**config.mk**
```make
export PLATFORM = sky130hd
export DESIGN_NAME = reg_bank8_writer
export DESIGN_NICKNAME = d
export VERILOG_FILES = /design/src/rtl/reg_bank8_writer.sv
export SDC_FILE = /design/constraint.sdc
export NUM_CORES = 1
export LEC_CHECK = 0
export ABC_AREA = 1
export CORE_MARGIN = 3
export CORE_UTILIZATION = 29
export DETAILED_ROUTE_END_ITERATION = 6
export SLEW_MARGIN = 20
export SYNTH_ARGS = -nofsm -noshare
export SYNTH_HDL_FRONTEND = slang
export SYNTH_SLANG_ARGS = --single-unit
export TNS_END_PERCENT = 20
```
**constraint.sdc**
```tcl
create_clock -name Clock -period 7.89 [get_ports Clock]
set_input_delay 1.578 -clock Clock [delete_from_list [all_inputs] [get_ports Clock]]
set_output_delay 1.578 -clock Clock [all_outputs]
set_load 0.02 [all_outputs]
```
**src/rtl/reg_bank8_writer.sv**
```systemverilog
// Write side of the 8 x 16-bit general register file: accepts one LOAD/MOVE/CLEAR/INC
// command over a req/busy/done handshake and writes exactly one register through a one-hot enable.
module reg_bank8_writer #(
  parameter int unsigned WIDTH = 16,
  parameter int unsigned NREGS = 8
) (
  input  logic             Clock,
  input  logic             Reset,
  input  logic             req,
  input  logic [1:0]       op,
  input  logic [2:0]       dst,
  input  logic [2:0]       src,
  input  logic [WIDTH-1:0] DIN,
  output logic             busy,
  output logic             done,
  output logic [WIDTH-1:0] R0,
  output logic [WIDTH-1:0] R1,
  output logic [WIDTH-1:0] R2,
  output logic [WIDTH-1:0] R3,
  output logic [WIDTH-1:0] R4,
  output logic [WIDTH-1:0] R5,
  output logic [WIDTH-1:0] R6,
  output logic [WIDTH-1:0] R7
);

  localparam int unsigned SELW = 3;

  typedef enum logic [1:0] {
    OP_LOAD  = 2'b00,
    OP_MOVE  = 2'b01,
    OP_CLEAR = 2'b10,
    OP_INC   = 2'b11
  } op_e;

  typedef enum logic [1:0] {
    IDLE  = 2'b00,
    FETCH = 2'b01,
    WRITE = 2'b10
  } state_e;

  typedef struct packed {
    op_e             op;
    logic [SELW-1:0] dst;
    logic [SELW-1:0] src;
    logic [WIDTH-1:0] din;
  } cmd_t;

  state_e           state, state_d;
  cmd_t             hold;
  logic [WIDTH-1:0] temp;
  logic [WIDTH-1:0] regs [NREGS];
  logic             ld_hold, ld_temp, wr_en;
  logic [WIDTH-1:0] operand;
  logic [NREGS-1:0] wr_onehot;

  // Next-state and per-state control strobes
  always_comb begin
    state_d = state;
    ld_hold = 1'b0;
    ld_temp = 1'b0;
    wr_en   = 1'b0;
    unique case (state)
      IDLE: begin
        if (req) begin
          ld_hold = 1'b1;
          state_d = FETCH;
        end
      end
      FETCH: begin
        ld_temp = 1'b1;
        state_d = WRITE;
      end
      WRITE: begin
        wr_en   = 1'b1;
        state_d = IDLE;
      end
      default: state_d = IDLE;
    endcase
  end

  // Operand selection; INC wraps silently at the register width
  always_comb begin
    operand = '0;
    unique case (hold.op)
      OP_LOAD:  operand = hold.din;
      OP_MOVE:  operand = regs[hold.src];
      OP_CLEAR: operand = '0;
      OP_INC:   operand = regs[hold.src] + WIDTH'(1);
      default:  operand = '0;
    endcase
  end

  assign wr_onehot = NREGS'(1) << hold.dst;
  assign busy      = (state != IDLE);

  always_ff @(posedge Clock or posedge Reset) begin
    if (Reset) begin
      state <= IDLE;
      hold  <= '0;
      temp  <= '0;
      done  <= 1'b0;
      for (int unsigned i = 0; i < NREGS; i++) regs[i] <= '0;
    end else begin
      state <= state_d;
      done  <= wr_en;
      if (ld_hold) hold <= '{op: op_e'(op), dst: dst, src: src, din: DIN};
      if (ld_temp) temp <= operand;
      for (int unsigned i = 0; i < NREGS; i++) begin
        if (wr_en && wr_onehot[i]) regs[i] <= temp;
      end
    end
  end

  assign R0 = regs[0];
  assign R1 = regs[1];
  assign R2 = regs[2];
  assign R3 = regs[3];
  assign R4 = regs[4];
  assign R5 = regs[5];
  assign R6 = regs[6];
  assign R7 = regs[7];

endmodule
```
==> out/summary.md <==
CTS
* 0 — cts-stage hold buffer count
* 171 — CTS Sinks
* 2 — Max Root-Sink Buffers
* 0.43 ns — source-to-sink clock delay at the later pin of the worst-skew pair
* 4 — H-tree level count
* sky130_fd_sc_hd__clkbuf_16 — clock root buffer master
* 0 — Resize count post-CTS
* yes — TritonCTS clock tree
* 17 — number of buffers inserted during clock tree synthesis
* 0 — # Post-CTS Setup Buffers
* 0.07 ns — clock slew at the register clock pins of the worst setup and hold paths

STA
* 1.068 ns — actual transition at the worst max-transition pin
* 0.01060 ns — setup skew after layout
* 0 — count of endpoints failing hold in the final timing report
* 0 ns — setup_tns
* 0 — setup-violating endpoint count in the final report
* false — RSZ-0062 raised after global routing
* 0.2935 GHz — Max Clock Freq
* 43.18% — period utilisation layout
* 28.62% — remaining max-slew budget at the tightest pin
* 3.407 ns — fin crit period
* 0 — number of pins with negative max-slew slack in the final report

Final layout
* 4280 sq um — area taken by flip-flops and latches
* 27.98% — area overhead of the layout relative to synthesis
* 2913 — layout filler cell count
* 1254 — nets@finish
* 1617 — number of standard cells in the final layout excluding fillers
* 3286 sq um — multi-input gate area in the final layout
* 5.165% — fraction of layout cells with a size suffix above 1
* 10730 sq um — area of all placed cells without fillers
* 0 — Diodes inserted

Setup path
* 16 — cells on worst reg2reg path
* 52 — worst-path maximum fanout
* flop — endpoint type of the worst setup path
* 8.24 ns — CP Data Required Time
* temp[10]$_DFFE_PP0N_ — worst reg2reg path endpoint
* sky130_fd_sc_hd__nand2_1 — most numerous cell on the critical path
* reg -> reg — classification of the worst setup path
* hold[16]$_DFFE_PP0P_ — launching point of the worst reg2reg path
* hold[16]$_DFFE_PP0P_ — timing startpoint of the critical path
* 4.48 ns — register-to-register path setup slack
* sky130_fd_sc_hd__dfrtp_2 — CP max-delay cell
* 3.76 ns — signal arrival time at the worst endpoint
* flop — critical path startpoint category
* 0.83 ns — largest stage delay on the critical path
* buf_4, inv_6, nand2_1, nand3_1, nand2_1, nand2_1, nand2_1, ha_1, nand2_1, inv_1, nand3_4, nor2_4, nand2_1, o21bai_1, nand3_1, a21oi_1 — cell-by-cell trace of the critical path

Drt
* 0 — DRC
* 1.598 mm — met3 layer wire length in the routed design
* 4.690 — Vias per Instance
* 16.64 um — DR WL/cell
* 26.91 mm — Routed Wire Length
* 0 — final antenna-violating net count
* met4 — highest metal layer used by the detailed router
* 662 — Initial DRC Count
* 11.85 mm — routed length on met1
* 12.87 mm — met2 WL
* 5 — DRT Pass-1 Iters
* 7583 — vias post-DR

Yosys
* 8384 sq um — post-synthesis cell area
* 0 — number of enable flip-flop cells after synthesis
* 1103 — cell count after synthesis
* 100.0% — asr flop ratio synth
* sky130_fd_sc_hd__dfrtp_1 — most used flip-flop cell after synthesis
* 0 — number of warnings reported in the yosys synthesis log
* 171 — total of flip-flops plus latches after synthesis
* 7.601 sq um — average instance area after synthesis
* 32 — Cell variety after synth
* 1131 — total nets after synthesis
* 51.04% — Seq/Total Area, Yosys

Run
* 0 — maximum capacitance violations

GRT
* 0 — antenna violations before repair
* 7295 — via count of the first global-routing pass
* 0 — global-route congestion overflow total
* 17.55% — total global-route track usage
* 97 — maximum number of pins on one net before global-route repair
* 41.89 mm — first-pass GRT wire length

Placed design
* 1585 — cell total after placement
* 10160 sq um — post-placement cell area
* 0.8790 — final weighted congestion in routability-driven placement
* 156 — Port Buffer Count
* 19.16 mm — DPL Wire Length

Min path
* hold[7]$_DFFE_PP0P_ — startpoint of the worst hold path
* reg -> reg — worst hold path class
* hold[7]$_DFFE_PP0P_ — Hold Crit Endpoint
* 2 — number of cells on the worst hold path

Power and ir drop
* 190.5 uV — worst supply voltage drop on vdd
* 407.7 nW/um^2 — total power density per cell area
* 5.029 nW — standby leakage power

Floorplanning
* 61 — number of placement rows
* 176.0 um — Die X-Extent
* 30990 sq um — total die area
* 157 — I/O pin count
* 29.77% — Starting Density
* 28160 sq um — placeable core area
* 176.0 um — height of the chip

Run status
* complete, no violations — run status

==> routing by layer <==
layer	global-route usage, %	vias to the layer above
li1	-	3709
met1	23.49	3584
met2	29.07	260
met3	2.882	30
met4	5.708	0
met5	0	-
==> flip-flops by register name, indices dropped and copies added, names as in the netlist <==
name	cells
done	1
R4	16
R1	16
R2	16
R5	16
R6	16
state	2
temp	16
hold	24
R7	16
R3	16
R0	16
==> per-stage QoR <==
stage | util (%) | power (mW) | setup WS (ns) | hold slack, ns
floorplan | - | 2.650 | 1.680 | 0.4348
global placement | 36.07 | 3.563 | 4.131 | 0.4700
detailed placement | 36.07 | 3.585 | 4.103 | 0.4724
CTS | 38.06 | 4.410 | 4.520 | 0.4885
global route | 38.10 | 4.683 | 4.164 | 0.5137
finish | 38.10 | 4.375 | 4.483 | 0.4798
==> cells in the mapped netlist, types with 2 or more instances <==
cell type	number	area, sq um
sky130_fd_sc_hd__a22oi_1	6	45.04
sky130_fd_sc_hd__inv_2	3	11.26
sky130_fd_sc_hd__dfrtp_1	171	4279
sky130_fd_sc_hd__buf_4	4	30.03
sky130_fd_sc_hd__o21ai_0	148	740.7
sky130_fd_sc_hd__nor2_1	60	225.2
sky130_fd_sc_hd__clkbuf_1	32	120.1
sky130_fd_sc_hd__buf_2	14	70.07
sky130_fd_sc_hd__nand4_1	3	18.77
sky130_fd_sc_hd__nand2_1	379	1423
sky130_fd_sc_hd__nand3_1	77	385.4
sky130_fd_sc_hd__o21ai_1	10	50.05
sky130_fd_sc_hd__a21oi_1	28	140.1
sky130_fd_sc_hd__inv_1	131	491.7
sky130_fd_sc_hd__buf_6	8	90.09
sky130_fd_sc_hd__o211ai_1	2	15.01
sky130_fd_sc_hd__nor2_4	6	67.56
sky130_fd_sc_hd__nand2_2	7	43.79
==> cell families after synthesis <==
family          count (synthesis)  synth area share, %
compound gates                199                12.28
buf+inv                       194                9.984
simple gates                  538                26.55
flops                         171                51.04
fa+ha+maj                       1               0.1492
==> power by group <==
group          switching, mW  internal, mW
combinational           1.19         0.794
clock                  0.366         0.446
sequential             0.363          1.22
==> worst max-delay path: cells and delay by family, from the launching register on <==
family          cells  cell delay [ns]
flops               1             0.83
simple gates       10             1.04
buf+inv             3             0.92
compound gates      2             0.30
fa+ha+maj           1             0.19
==> how the worst max path moves through the flow <==
| stage | slack, ns | depth (start not counted) | endpoint |
|---|---|---|---|
| 2_1_floorplan | 1.68 | 1 | R0[0]$_DFFE_PP0P_ |
| 3_3_place_gp | 4.13 | 3 | R6[4]$_DFFE_PP0P_ |
| 3_5_place_dp | 4.10 | 3 | R6[4]$_DFFE_PP0P_ |
| 4_1_cts | 4.52 | 16 | temp[10]$_DFFE_PP0N_ |
| 5_1_grt | 4.16 | 16 | temp[10]$_DFFE_PP0N_ |
| 6_report | 4.48 | 16 | temp[10]$_DFFE_PP0N_ |
==> layout make-up <==
| cell class | instances | share of cell area [%] |
|---|---|---|
| flip-flops and latches | 171 | 39.89 |
| multi-input cells | 738 | 30.62 |
| repair buffers | 163 | 15.04 |
| inverters | 135 | 4.816 |
| well taps | 378 | 4.408 |
| clock buffers | 20 | 4.163 |
| clock inverters | 12 | 1.061 |
==> cells in the final DEF (no fill, tap or decap), drive strengths merged, types with 4 or more instances in the layout <==
cell type,n
nor2,66
a22oi,6
clkbuf,20
clkinv,4
clkdlybuf4s50,156
buf,7
nand2,387
o21ai,158
nand3,79
nand4,4
inv,138
a21oi,29
dfrtp,171
clkinvlp,4
(Power assumes the default switching activity.)
